==> src/rtl/seven_seg_pkg.sv <==
// Shared constants and helpers for the seven-segment scanner.
package seven_seg_pkg;

  // All segments off (active-low outputs).
  localparam logic [6:0] SEG_BLANK = 7'h7F;

  // Hex glyph table, segments g..a active-low, entry n at bits [7n+6:7n].
  localparam logic [16*7-1:0] HEX_SEG_TABLE = {
    7'h0E, 7'h06, 7'h21, 7'h46,   // F E d C
    7'h03, 7'h08, 7'h10, 7'h00,   // b A 9 8
    7'h78, 7'h02, 7'h12, 7'h19,   // 7 6 5 4
    7'h30, 7'h24, 7'h79, 7'h40    // 3 2 1 0
  };

  // Counter width able to hold 0..n-1, never narrower than one bit.
  function automatic int clog2_min1(input int n);
    return (n < 2) ? 1 : $clog2(n);
  endfunction

endpackage

==> src/rtl/seven_seg_hex_to_seg.sv <==
// Combinational hex nibble to active-low seven-segment pattern.
module hex_to_seg
  import seven_seg_pkg::*;
(
  input  logic [3:0] i_nibble,
  output logic [6:0] o_seg
);

  logic [6:0] w_base;

  // Bit offset of the selected glyph inside the packed table.
  always_comb begin
    w_base = {3'b000, i_nibble} * 7'd7;
    o_seg  = HEX_SEG_TABLE[w_base +: 7];
  end

endmodule

==> src/rtl/seven_seg_scanner.sv <==
// Time-multiplexed common-anode seven-segment scanner with per-digit
// blanking, decimal points, blink and PWM brightness. All pins registered.
module seven_seg_scanner
  import seven_seg_pkg::*;
#(
  parameter int NUM_DIGITS   = 4,   // 2..8
  parameter int DIV_W        = 18,  // each digit slot lasts 2^DIV_W cycles
  parameter int BR_W         = 3,   // must not exceed DIV_W
  parameter int BLINK_FRAMES = 64   // frames per blink half-period, >= 1
) (
  input  logic                    clk,
  input  logic                    rst,
  input  logic [4*NUM_DIGITS-1:0] digits,
  input  logic [NUM_DIGITS-1:0]   blank,
  input  logic [NUM_DIGITS-1:0]   dp,
  input  logic [NUM_DIGITS-1:0]   blink,
  input  logic [BR_W-1:0]         brightness,
  output logic [6:0]              display,
  output logic                    dp_out,
  output logic [NUM_DIGITS-1:0]   AN
);

  localparam int IDX_W  = clog2_min1(NUM_DIGITS);
  localparam int FCNT_W = clog2_min1(BLINK_FRAMES);
  localparam logic [IDX_W-1:0]  LAST_IDX   = IDX_W'(NUM_DIGITS - 1);
  localparam logic [FCNT_W-1:0] LAST_FRAME = FCNT_W'(BLINK_FRAMES - 1);

  logic [DIV_W-1:0]      r_cnt;
  logic [IDX_W-1:0]      r_idx;
  logic [FCNT_W-1:0]     r_fcnt;
  logic                  r_blink_on;
  logic [NUM_DIGITS-1:0] r_an;
  logic [6:0]            r_display;
  logic                  r_dp;

  logic                  w_slot_end;
  logic                  w_frame_end;
  logic [BR_W-1:0]       w_phase;
  logic                  w_pwm_en;
  logic                  w_vis;
  logic [3:0]            w_nibble;
  logic [6:0]            w_seg;
  logic [NUM_DIGITS-1:0] w_an_sel;

  // Slot counter, digit index, frame counter and blink phase.
  // A blink toggle lands on the same edge that starts the new frame.
  always_ff @(posedge clk) begin
    if (rst) begin
      r_cnt      <= '0;
      r_idx      <= '0;
      r_fcnt     <= '0;
      r_blink_on <= 1'b1;
    end else begin
      r_cnt <= r_cnt + 1'b1;
      if (w_slot_end) begin
        if (r_idx == LAST_IDX) r_idx <= '0;
        else                   r_idx <= r_idx + 1'b1;
      end
      if (w_frame_end) begin
        if (r_fcnt == LAST_FRAME) begin
          r_fcnt     <= '0;
          r_blink_on <= ~r_blink_on;
        end else begin
          r_fcnt <= r_fcnt + 1'b1;
        end
      end
    end
  end

  // Slot/frame boundaries, PWM gate and per-digit visibility.
  always_comb begin
    w_slot_end  = &r_cnt;
    w_frame_end = w_slot_end && (r_idx == LAST_IDX);
    w_phase     = r_cnt[DIV_W-1 -: BR_W];
    w_pwm_en    = (&brightness) || (w_phase < brightness);
    w_vis       = w_pwm_en && !blank[r_idx] && !(blink[r_idx] && !r_blink_on);
    w_nibble    = digits[{r_idx, 2'b00} +: 4];
  end

  // One-hot active-low anode for the current digit.
  always_comb begin
    w_an_sel        = '1;
    w_an_sel[r_idx] = 1'b0;
  end

  // Single decoder on the muxed nibble.
  hex_to_seg u_hex_to_seg (
    .i_nibble (w_nibble),
    .o_seg    (w_seg)
  );

  // Output register: anode and segments always switch on the same edge.
  always_ff @(posedge clk) begin
    if (rst) begin
      r_an      <= '1;
      r_display <= SEG_BLANK;
      r_dp      <= 1'b1;
    end else if (w_vis) begin
      r_an      <= w_an_sel;
      r_display <= w_seg;
      r_dp      <= ~dp[r_idx];
    end else begin
      r_an      <= '1;
      r_display <= SEG_BLANK;
      r_dp      <= 1'b1;
    end
  end

  assign AN      = r_an;
  assign display = r_display;
  assign dp_out  = r_dp;

endmodule

==> config.mk <==
export PLATFORM = sky130hd
export DESIGN_NAME = seven_seg_scanner
export DESIGN_NICKNAME = d
export VERILOG_FILES = /design/src/rtl/seven_seg_pkg.sv /design/src/rtl/seven_seg_hex_to_seg.sv /design/src/rtl/seven_seg_scanner.sv
export SDC_FILE = /design/constraint.sdc
export NUM_CORES = 1
export LEC_CHECK = 0
export BUFFER_PORTS_ARGS = -buffer_cell sky130_fd_sc_hd__buf_2
export CAP_MARGIN = 30
export CORE_ASPECT_RATIO = 0.75
export CORE_MARGIN = 1
export CORE_UTILIZATION = 35
export DETAILED_ROUTE_END_ITERATION = 8
export SETUP_SLACK_MARGIN = 0.3
export SLEW_MARGIN = 0
export SYNTH_ARGS = -nofsm -noshare
export SYNTH_HDL_FRONTEND = slang
export SYNTH_SLANG_ARGS = --single-unit
export TNS_END_PERCENT = 50
==> constraint.sdc <==
create_clock -name clk -period 2.51 [get_ports clk]
set_input_delay 0.3765 -clock clk [delete_from_list [all_inputs] [get_ports clk]]
set_output_delay 0.3765 -clock clk [all_outputs]
set_load 0.005 [all_outputs]
==> out/summary.txt, run 1 <==
Ys flop type: dfxtp_1
Via count: 1,900
Post-CTS Hold Buffers: 0
Cell Pwr Density: 498 mW/mm^2
H-tree level count: 2
Via density: 5.25
Vias in the first global route: 1,710
Register area: 785 sq um
Placed Cells: 354
Synth Area in Compound Gates: 13.5%
GPL Wtd Cong: 0.852
Met1 WL: 2630 um
Unique masters post-synth: 46
CP Launch Type: register
Final wirelength: 4910 um
# port buffers: 44
Number of max-cap violations: 0
Num rows: 24
Post-layout nets: 330
Largest family of logic cells by synthesized area: simple AND/OR/NAND/NOR gates
Maximum fanout along the worst path: 9
I/O pin total: 45
Max_slew headroom: 65.8%
Die Area: 0.00662 sq mm
Tot Pwr: 0.00130 W
Clk Tree Root Cell: clkbuf_8
Initial antenna violation count: 0
Yosys top cell by area: dfxtp_1
Worst hold path depth: 3
Die Wd: 93.6 um
# setup viols final: 0
Clock Pin Slew Worst Setup and Hold Paths: 80 ps
Simple-gate portion of the synthesized area: 22.3%
Critical path class: register to register
Cell area after synthesis: 0.00220 sq mm
Post-synthesis mux area share: 11.6%
RSZ-0062 raised after global routing: no
Slew Limit Fails: 0
DR pass1 iterations: 4
Synthesis-to-finish area growth: 18.7%
Drt first-iter violations: 70
Top cell type's share of synthesized area: 35.4%
Post-synth EDFFs: 0
WL met3: 239 um
TritonCTS sink count: 39
Post-Syn Nets: 284
# Post-CTS Setup Buffers: 0
Peak VDD IR: 203 uV
CTS Buf Count: 5
Register area share after synthesis: 35.4%
Avg WL per Cell: 13.6 um
Core ar.: 0.00595 sq mm
Final setup TNS: 0 ps
Reg2reg path depth: 6
Post-DP HPWL: 3630 um
Met2 WL: 1940 um
Finished Layout Cells: 362
Lkg Pwr: 0.998 nW
First-pass GRT wire length: 8180 um
CP endpoint kind: register
DRC viols: 0
Final hold vios: 0
Slew at the pin closest to its max-slew limit: 513 ps
Post-synth ARST share: 0%
Outcome: finished clean
Fillers: 599
Layout cell share with drive strength beyond 1: 24.6%
Synth top area cells: dfxtp_1, ha_1, mux4_2, a21oi_1, xnor2_1
Total congestion overflow: 0
Antenna-violating nets left: 0
Synthesized instance count: 237
Tcrit/Tclk final: 81.7%
ANT cells: 0
CTS tree: built
Highest routed layer: met4
Type of the most critical hold path: input pin to register
Req. time, crit path: 2730 ps
Post-Synth Adder-Cell Area: 7.95%
Worst-skew pair later-pin latency: 300 ps
Global Route Usage Sum: 16.0%
Area occupied by multi-input gates: 0.00133 sq mm
XOR/XNOR share of the synthesized area: 4.77%
Skew final: 5.55 ps
Hold Worst Slack: 448 ps
Largest net degree at the start of global routing: 30
DIE HEIGHT: 70.7 um
Number of synthesized register bits: 39
Initial Utilization: 37.1%
Ys Warns: 0
F_max: 488 MHz
Max Root-Sink Buffers: 2
Syn_area_per_cell: 9.30 sq um
Post-layout min period: 2050 ps
Worst path arrival time: 2270 ps
## per-stage QoR
stage               worst slack, ps  utilization [%]  cell area (sq um)
finish                          459             44.0               2620
global route                    300             44.0               2620
CTS                             371             44.0               2610
detailed placement              198             42.0               2490
global placement                271             42.0               2490
floorplan                       432                -               2200
## layer usage
metal / track usage (%) / vias up
met5: 0 / -
met4: 6.50 / 0
met3: 3.98 / 10
met2: 22.1 / 39
met1: 23.5 / 879
li1: - / 972
## power breakdown
part | switching (W) | internal (W)
clock | 0.000234 | 0.000322
sequential | 0.00000596 | 0.000630
combinational | 0.0000553 | 0.0000566
total | 0.000295 | 0.00101
## cell type report
type                    count  area share, %
repair buffers             48           9.56
clock buffers               6           3.16
well taps                  78           3.73
inverters                  11           1.58
clock inverters             2           1.34
flip-flops and latches     39           30.0
multi-input cells         178           50.6
## final timing paths
check           start  slack, ps         end
max reg2reg  r_idx[0]        460  display[0]
max          r_idx[0]        460  display[0]
min reg2reg  r_cnt[0]        470    r_cnt[0]
min             dp[0]        450      dp_out
## state kept, by name (all words and copies together) (netlist names)
register    flops
AN              4
display         7
r_fcnt          6
dp_out          1
r_cnt          18
r_idx           2
r_blink_on      1
## kinds of logic after synthesis
logic type,after synthesis
mux,16
flops,39
buf+inv,20
fa+ha+maj,14
simple gates,89
xor+xnor,12
compound gates,47
## synth_stat cells, types with 3 or more instances
master     n
nand2_1   16
and4_1     5
dfxtp_1   39
or3_1      5
or4_1      4
mux4_2     5
buf_6      3
o31ai_1    6
and2_1     3
nor3_1     3
clkbuf_1   5
o221ai_1   3
mux2i_1    6
nor4_1     5
xnor2_1    9
nand4_1    9
and3_1     3
ha_1      14
inv_1     11
xor2_1     3
a21oi_1   16
o21ai_0    9
nor2_1    16
nand3_1   12
mux2_2     3
## what timing repair did
action                                  in CTS  in global routing
hold endpoints to repair                     0                  0
gates resized for setup                      1                  1
endpoints found under the setup margin      10                  1
## worst max-delay path: stages (launching register included)
cell and delay [ps]:
dfxtp_4 440, mux4_2 600, inv_1 130, ha_1 290
nor2_1 60, a22o_1 230, o31ai_1 210
## layout by cell type (no fill, tap or decap), types with 9 or more instances in the layout
| master | count |
|---|---|
| nand3_1 | 12 |
| inv_1 | 11 |
| nand2_1 | 16 |
| a21oi_1 | 16 |
| nor2_1 | 16 |
| ha_1 | 14 |
| nand4_1 | 9 |
| o21ai_0 | 9 |
| buf_2 | 44 |
| dfxtp_1 | 38 |
| xnor2_1 | 9 |
Note: power is estimated with default switching activity, not from simulation.
==> inputs of run 2 (changes only) <==
--- a/config.mk
+++ b/config.mk
@@ -5,6 +5,7 @@
 export SDC_FILE = /design/constraint.sdc
 export NUM_CORES = 1
 export LEC_CHECK = 0
+export ABC_AREA = 1
 export BUFFER_PORTS_ARGS = -buffer_cell sky130_fd_sc_hd__buf_2
 export CAP_MARGIN = 30
 export CORE_ASPECT_RATIO = 0.75
==> constraint.sdc (replaced) <==
create_clock -name clk -period 2 [get_ports clk]
set_input_delay 0.3 -clock clk [delete_from_list [all_inputs] [get_ports clk]]
set_output_delay 0.3 -clock clk [all_outputs]
set_load 0.005 [all_outputs]
==> run 2 against run 1 <==
Against the previous run:
- hold slack got worse by 89 ps
- count of clock-buffer cells in the layout increased by 1
- final cell count increased by 23%
- die area increased by 0.45%
- clock power decreased by 7.0%
- largest cell class unchanged
- largest power group unchanged
==> out/summary.txt, run 2 <==
Outcome: finished clean (unchanged)
Ys Warns: 0 (unchanged)
Post-Syn Nets: 363 (was 284)
Critical path class: register to register (unchanged)
Synth top cells by count: nand2_1, dfxtp_1, inv_1 (was dfxtp_1, a21oi_1, nand2_1, nor2_1, ha_1)
CTS tree: built (unchanged)
Pre-CTS setup slack: 133 ps (was 198 ps)
Cell Pwr Density: 556 mW/mm^2 (was 498 mW/mm^2)
Max_slew headroom: 75.8% (was 65.8%)
Fraction of power spent switching nets: 24.6% (was 22.6%)
Post-synth ARST share: 0% (unchanged)
Lkg Pwr: 1.15 nW (was 0.998 nW)
RSZ-0062 raised after global routing: yes (was no)
Drt first-iter violations: 74 (was 70)
Skew final: 9.32 ps (was 5.55 ps)
Type of the most critical hold path: input pin to register (unchanged)
Post-DP HPWL: 3630 um (about the same)
Sequential share of power: 54.5% (was 48.8%)
CP max stage delay: 420 ps (was 600 ps)
Maximum fanout along the worst path: 16 (was 9)
Slew Limit Fails: 0 (unchanged)
Cell area after synthesis: 0.00221 sq mm (was 0.00220 sq mm)
Cell internal pwr: 0.00110 W (was 0.00101 W)
Yosys top cell by area: dfxtp_1 (unchanged)
Clock Pin Slew Worst Setup and Hold Paths: 80 ps (about the same)
Synthesized instance count: 316 (was 237)
Die Area: 0.00665 sq mm (was 0.00662 sq mm)
Setup ws final: 453 ps (was 459 ps)
CP Launch Type: register (unchanged)
Post-CTS Hold Buffers: 0 (unchanged)
Layout cell share with drive strength beyond 1: 23.7% (was 24.6%)
Antenna-violating nets left: 0 (unchanged)
Worst-skew pair later-pin latency: 290 ps (was 300 ps)
Post-synth EDFFs: 0 (unchanged)
Vias in the first global route: 1,894 (was 1,710)
Hold Worst Slack: 359 ps (was 448 ps)
P_sw: 0.000360 W (was 0.000295 W)
Synthesis-to-finish area growth: 18.7% (about the same)
Worst path arrival time: 1730 ps (was 2270 ps)
Tcrit/Tclk final: 77.4% (was 81.7%)
Req. time, crit path: 2180 ps (was 2730 ps)
Final setup TNS: 0 ps (unchanged)
Slew at the pin closest to its max-slew limit: 363 ps (was 513 ps)
Total congestion overflow: 0 (unchanged)
Post-layout nets: 413 (was 330)
# port buffers: 44 (unchanged)
Ys flop type: dfxtp_1 (unchanged)
CP Cell Sequence: inv_6 -> nand2_1 -> nand3_1 -> nand2_2 -> inv_1 -> ha_1 -> nor2_1 -> nor2_1 -> o21ai_0 -> nand3_2 (was mux4_2 -> inv_1 -> ha_1 -> nor2_1 -> a22o_1 -> o31ai_1)
Leading cell types in the layout, fill and taps excluded: nand2_1, buf_2, dfxtp_1, inv_1, nor2_1 (was buf_2, dfxtp_1, nor2_1, a21oi_1, nand2_1)
# setup viols final: 0 (unchanged)
Core ar.: 0.00595 sq mm (unchanged)
Num rows: 24 (unchanged)
Final hold vios: 0 (unchanged)
Global Route Usage Sum: 16.0% (about the same)
Core Util, Final: 44.2% (was 44.0%)
I/O pin total: 45 (unchanged)
Most common cell after layout, fill and taps aside: nand2_1 (was buf_2)
Peak VDD IR: 237 uV (was 203 uV)
Count leader, synth: nand2_1 (was dfxtp_1)
Synth top area cells: dfxtp_1, nand2_1, ha_1, a21oi_1, nand3_1 (was dfxtp_1, ha_1, mux4_2, a21oi_1, xnor2_1)
TritonCTS sink count: 39 (unchanged)
Register area share after synthesis: 35.3% (was 35.4%)
Syn_area_per_cell: 7.01 sq um (was 9.30 sq um)
Largest net degree at the start of global routing: 18 (was 30)
Initial antenna violation count: 0 (unchanged)
Max Root-Sink Buffers: 2 (unchanged)
Number of synthesized register bits: 39 (unchanged)
Clk Tree Root Cell: clkbuf_8 (unchanged)
CP endpoint kind: register (unchanged)
First-pass GRT wire length: 8380 um (was 8180 um)
Via count: 2,057 (was 1,900)
DIE HEIGHT: 70.9 um (was 70.7 um)
Avg WL per Cell: 10.9 um (was 13.6 um)
DR pass1 iterations: 4 (unchanged)
Logic pwr share: 10.2% (was 8.6%)
H-tree level count: 2 (unchanged)
CP max stage cell: dfxtp_4 (was mux4_2)
Top cell type's share of synthesized area: 35.3% (was 35.4%)
Die Wd: 93.9 um (was 93.6 um)
Clock group share of total power: 35.3% (was 42.6%)
Final wirelength: 4860 um (was 4910 um)
Largest register FFs: 18 (unchanged)
Post-layout min period: 1550 ps (was 2050 ps)
Via density: 4.62 (was 5.25)
Largest reg by FF count: r_cnt (unchanged)
Number of max-cap violations: 0 (unchanged)
ANT cells: 0 (unchanged)
F_max: 646 MHz (was 488 MHz)
Unique masters post-synth: 30 (was 46)
GPL Wtd Cong: 0.813 (was 0.852)
DRC viols: 0 (unchanged)
Crit path top cell by count: nor2_1
Initial Utilization: 37.2% (was 37.1%)
Placed Cells: 434 (was 354)
CTS Buf Count: 5 (unchanged)
Finished Layout Cells: 445 (was 362)
-- run 2: layer usage --
metal / part of all wire, % / vias to the layer above / GRT usage (%)
li1: - / 1118 / -
met1: 56 / 899 / 23.8
met2: 39 / 35 / 22.7
met3: 3.9 / 5 / 3.23
met4: 1.3 / 0 / 5.64
met5: 0 / - / 0
-- run 2: through the flow --
stage	cell area, sq um	power [W]
after global routing	2630	0.00154
after detailed placement	2490	0.000956
after global placement	2490	0.000956
final	2630	0.00146
after floorplan	2210	0.000897
after CTS	2570	0.00148
-- run 2: worst paths after layout --
check | start | end | slack, ps | cells after the start
min reg2reg | r_cnt[14] | r_cnt[14] | 460 | 2
max | r_idx[0] | display[0] | 450 | 10
max reg2reg | r_idx[0] | display[0] | 450 | 10
min | dp[0] | dp_out | 360 | 4
-- run 2: what timing repair did --
action / 4_1_cts / 5_1_grt
gates resized for setup: 2 / 13
cloned: 0 / 1
pin swaps: 0 / 3
setup buffers: 0 / 2
setup endpoints to repair: 6 / 19
-- run 2: layout make-up --
cell class,instances,area (sq um)
clock buffers,7,76.3
clock inverters,1,5.00
fillers,620,3320
inverters,36,140
multi-input cells,233,1250
flip-flops and latches,39,787
well taps,78,97.6
repair buffers,51,277
-- run 2: kinds of logic after synthesis --
kind of cell	synth area share (%)
AND/OR/NAND/NOR	33.4
AO/OA/AOI/OAI	12.1
buffers and inverters	9.66
flip-flops	35.3
adder cells (fa/ha/maj)	7.91
XOR/XNOR	1.58
-- run 2: critical path, delay by kind of cell, from the launching register on --
| kind | cells | cell delay [ps] |
|---|---|---|
| and+or+nand+nor | 6 | 510 |
| DFF | 1 | 420 |
| adders and majority gates | 1 | 250 |
| buffers and inverters | 2 | 150 |
| AOI/OAI and AO/OA | 1 | 100 |
-- run 2: power groups by stage --
stage	combinational, W	clock [W]	sequential, W
finish	0.000149	0.000517	0.000796
global route	0.000170	0.000570	0.000799
CTS	0.000140	0.000540	0.000798
detailed placement	0.000140	0	0.000816
global placement	0.000140	0	0.000816
floorplan	0.0000796	0	0.000817
==> inputs of run 3 (changes only) <==
==> constraint.sdc (replaced) <==
create_clock -name clk -period 1.36 [get_ports clk]
set_input_delay 0.204 -clock clk [delete_from_list [all_inputs] [get_ports clk]]
set_output_delay 0.204 -clock clk [all_outputs]
set_load 0.005 [all_outputs]
==> run 3 against run 2 <==
Against the previous run:
- highest routed layer unchanged
- die area did not move
- first-iteration DRC count decreased by 5.4%
- core utilization increased by 13 points
- the flow now finishes with violations (negative setup slack)
- combinational power grew 95%
- sequential share of layout area down 6.2 points
==> out/summary.txt, run 3 (synthesis results as in run 2) <==
Maximum fanout along the worst path: 6 (was 16)
Drt first-iter violations: 70 (was 74)
Crit. Startpoint: r_cnt[16] (was r_idx[0])
Max_slew headroom: 83.7% (was 75.8%)
Final wirelength: 5900 um (was 4860 um)
Hold Path Origin: dp[0] (unchanged)
Post-CTS Hold Buffers: 0 (unchanged)
Final hold vios: 0 (unchanged)
Core ar.: 0.00595 sq mm (unchanged)
GRT met3 Usage: 3.76% (was 3.23%)
CP endpoint kind: register (unchanged)
Critical path class: register to register (unchanged)
Cell Pwr Density: 713 mW/mm^2 (was 556 mW/mm^2)
Req. time, crit path: 1550 ps (was 2180 ps)
Num rows: 24 (unchanged)
Grt met1 use: 24.8% (was 23.8%)
First-pass GRT wire length: 9720 um (was 8380 um)
Via density: 4.78 (was 4.62)
CP Buf/Inv Count: 1 (was 2)
Pre-CTS setup slack: -266 ps (was 133 ps)
# port buffers: 44 (unchanged)
Skew final: 10.6 ps (was 9.32 ps)
FF-to-FF Start: r_cnt[16] (was r_idx[0])
Post-DP HPWL: 4240 um (was 3630 um)
I/O pin total: 45 (unchanged)
Reg2reg path depth: 8 (was 10)
Met2 global-route usage: 30.7% (was 22.7%)
Crit path top cell by count: nand3_2 (was nor2_1)
Gr busiest metal: met2 (was met1)
Hold Worst Slack: 278 ps (was 359 ps)
R2R Setup Slk: -100 ps (was 450 ps)
Failing checks: negative setup slack
Outcome: complete, but fails checks (was finished clean)
Fillers: 534 (was 620)
Slew at the pin closest to its max-slew limit: 244 ps (was 363 ps)
Tot Pwr: 0.00244 W (was 0.00146 W)
Setup ws final: -96.6 ps (was 453 ps)
Vias in the first global route: 2,137 (was 1,894)
Initial antenna violation count: 0 (unchanged)
Lkg Pwr: 1.50 nW (was 1.15 nW)
F_max: 687 MHz (was 646 MHz)
Total congestion overflow: 0 (unchanged)
Worst path depth: 8 (was 10)
Tcrit/Tclk final: 107% (was 77.4%)
Leading cell types in the layout, fill and taps excluded: nand2_1, buf_2, buf_4, nand2_2 (was nand2_1, buf_2, dfxtp_1, inv_1, nor2_1)
CP Launch Type: register (unchanged)
CP max stage delay: 330 ps (was 420 ps)
GPL Wtd Cong: 0.870 (was 0.813)
Clk Tree Root Cell: clkbuf_8 (unchanged)
Largest reg by FF count: r_cnt (unchanged)
CP Cell Sequence: ha_1 -> nand3_2 -> nand2_1 -> nand2_2 -> nand4_1 -> nor2_4 -> buf_6 -> nand3_2 (was inv_6 -> nand2_1 -> nand3_1 -> nand2_2 -> inv_1 -> ha_1 -> nor2_1 -> nor2_1 -> o21ai_0 -> nand3_2)
Largest register FFs: 18 (unchanged)
ANT cells: 0 (unchanged)
Die Area: 0.00665 sq mm (unchanged)
TritonCTS sink count: 39 (unchanged)
Type of the most critical hold path: input pin to register (unchanged)
H-tree level count: 2 (unchanged)
CTS Buf Count: 5 (unchanged)
End point of the critical path: display[5] (was display[0])
Via count: 2,333 (was 2,057)
Number of max-cap violations: 0 (unchanged)
DRC viols: 0 (unchanged)
Most common cell after layout, fill and taps aside: nand2_1 (unchanged)
RSZ-0062 raised after global routing: yes (unchanged)
DIE HEIGHT: 70.9 um (unchanged)
Avg WL per Cell: 12.1 um (was 10.9 um)
Post-layout min period: 1460 ps (was 1550 ps)
Final setup TNS: -920 ps (was 0 ps)
Worst-skew pair later-pin latency: 290 ps (about the same)
CTS tree: built (unchanged)
Slew Limit Fails: 0 (unchanged)
Max Root-Sink Buffers: 2 (unchanged)
# setup viols final: 12 (was 0)
Die Wd: 93.9 um (unchanged)
Worst path arrival time: 1640 ps (was 1730 ps)
Synthesis-to-finish area growth: 54.4% (was 18.7%)
Layout cell share with drive strength beyond 1: 53.4% (was 23.7%)
CP max stage cell: dfxtp_2 (was dfxtp_4)
R2R Path End: display[5] (was display[0])
DR pass1 iterations: 4 (unchanged)
Antenna-violating nets left: 0 (unchanged)
Global Route Usage Sum: 18.5% (was 16.0%)
Largest net degree at the start of global routing: 17 (was 18)
Post-layout nets: 456 (was 413)
Peak VDD IR: 531 uV (was 237 uV)
Top delay family on crit path: simple AND/OR/NAND/NOR gates (unchanged)
Initial Utilization: 37.2% (unchanged)
Clock Pin Slew Worst Setup and Hold Paths: 80 ps (about the same)
run 3: repair_timing:
action	CTS	global route
pin swaps	48	36
resized for setup	77	39
setup buffers	5	8
hold endpoints to repair	0	0
endpoints found under the setup margin	35	35
run 3: layout make-up:
type                            instances  area [sq um]  area share, %
Clock buffer                            5          68.8           2.01
Clock inverter                          3          43.8           1.28
Inverter                               36           148           4.32
Multi-Input combinational cell        233          1610           47.0
Sequential cell                        39           811           23.7
Tap cell                               78          97.6           2.86
Timing Repair Buffer                   94           642           18.8
run 3: power by group:
| part | total [W] | leakage, nW | internal [W] | switching (W) |
|---|---|---|---|---|
| Sequential | 0.00117 | 0.326 | 0.00116 | 0.0000130 |
| Clock | 0.000978 | 0.0581 | 0.000547 | 0.000432 |
| Combinational | 0.000290 | 1.12 | 0.000137 | 0.000153 |
| Total | 0.00244 | 1.50 | 0.00184 | 0.000598 |
run 3: how the worst min path moves through the flow:
stage           endpoint  slack, ps  cells past startpoint
2_1_floorplan  r_fcnt[1]        410                      2
3_3_place_gp   r_cnt[14]        440                      2
3_5_place_dp   r_cnt[14]        450                      2
4_1_cts           dp_out        270                      4
5_1_grt           dp_out        290                      4
6_report          dp_out        280                      4
run 3: per-layer routing:
metal / vias to the layer above / wire length (um)
met5: - / 0
met4: 0 / 38
met3: 7 / 224
met2: 42 / 2820
met1: 1074 / 2820
li1: 1210 / -
run 3: worst min-delay path: cells and delay by family:
kind | cells | cell delay [ps]
buffers and inverters | 1 | 90
AO/OA/AOI/OAI | 1 | 100
AND/OR/NAND/NOR | 2 | 150
run 3: metrics by stage:
stage,utilization (%),area [sq um],instances
CTS,54.5,3240,480
detailed placement,48.0,2850,467
finish,57.5,3420,488
global placement,48.0,2850,467
floorplan,-,2320,316
global route,57.5,3420,488
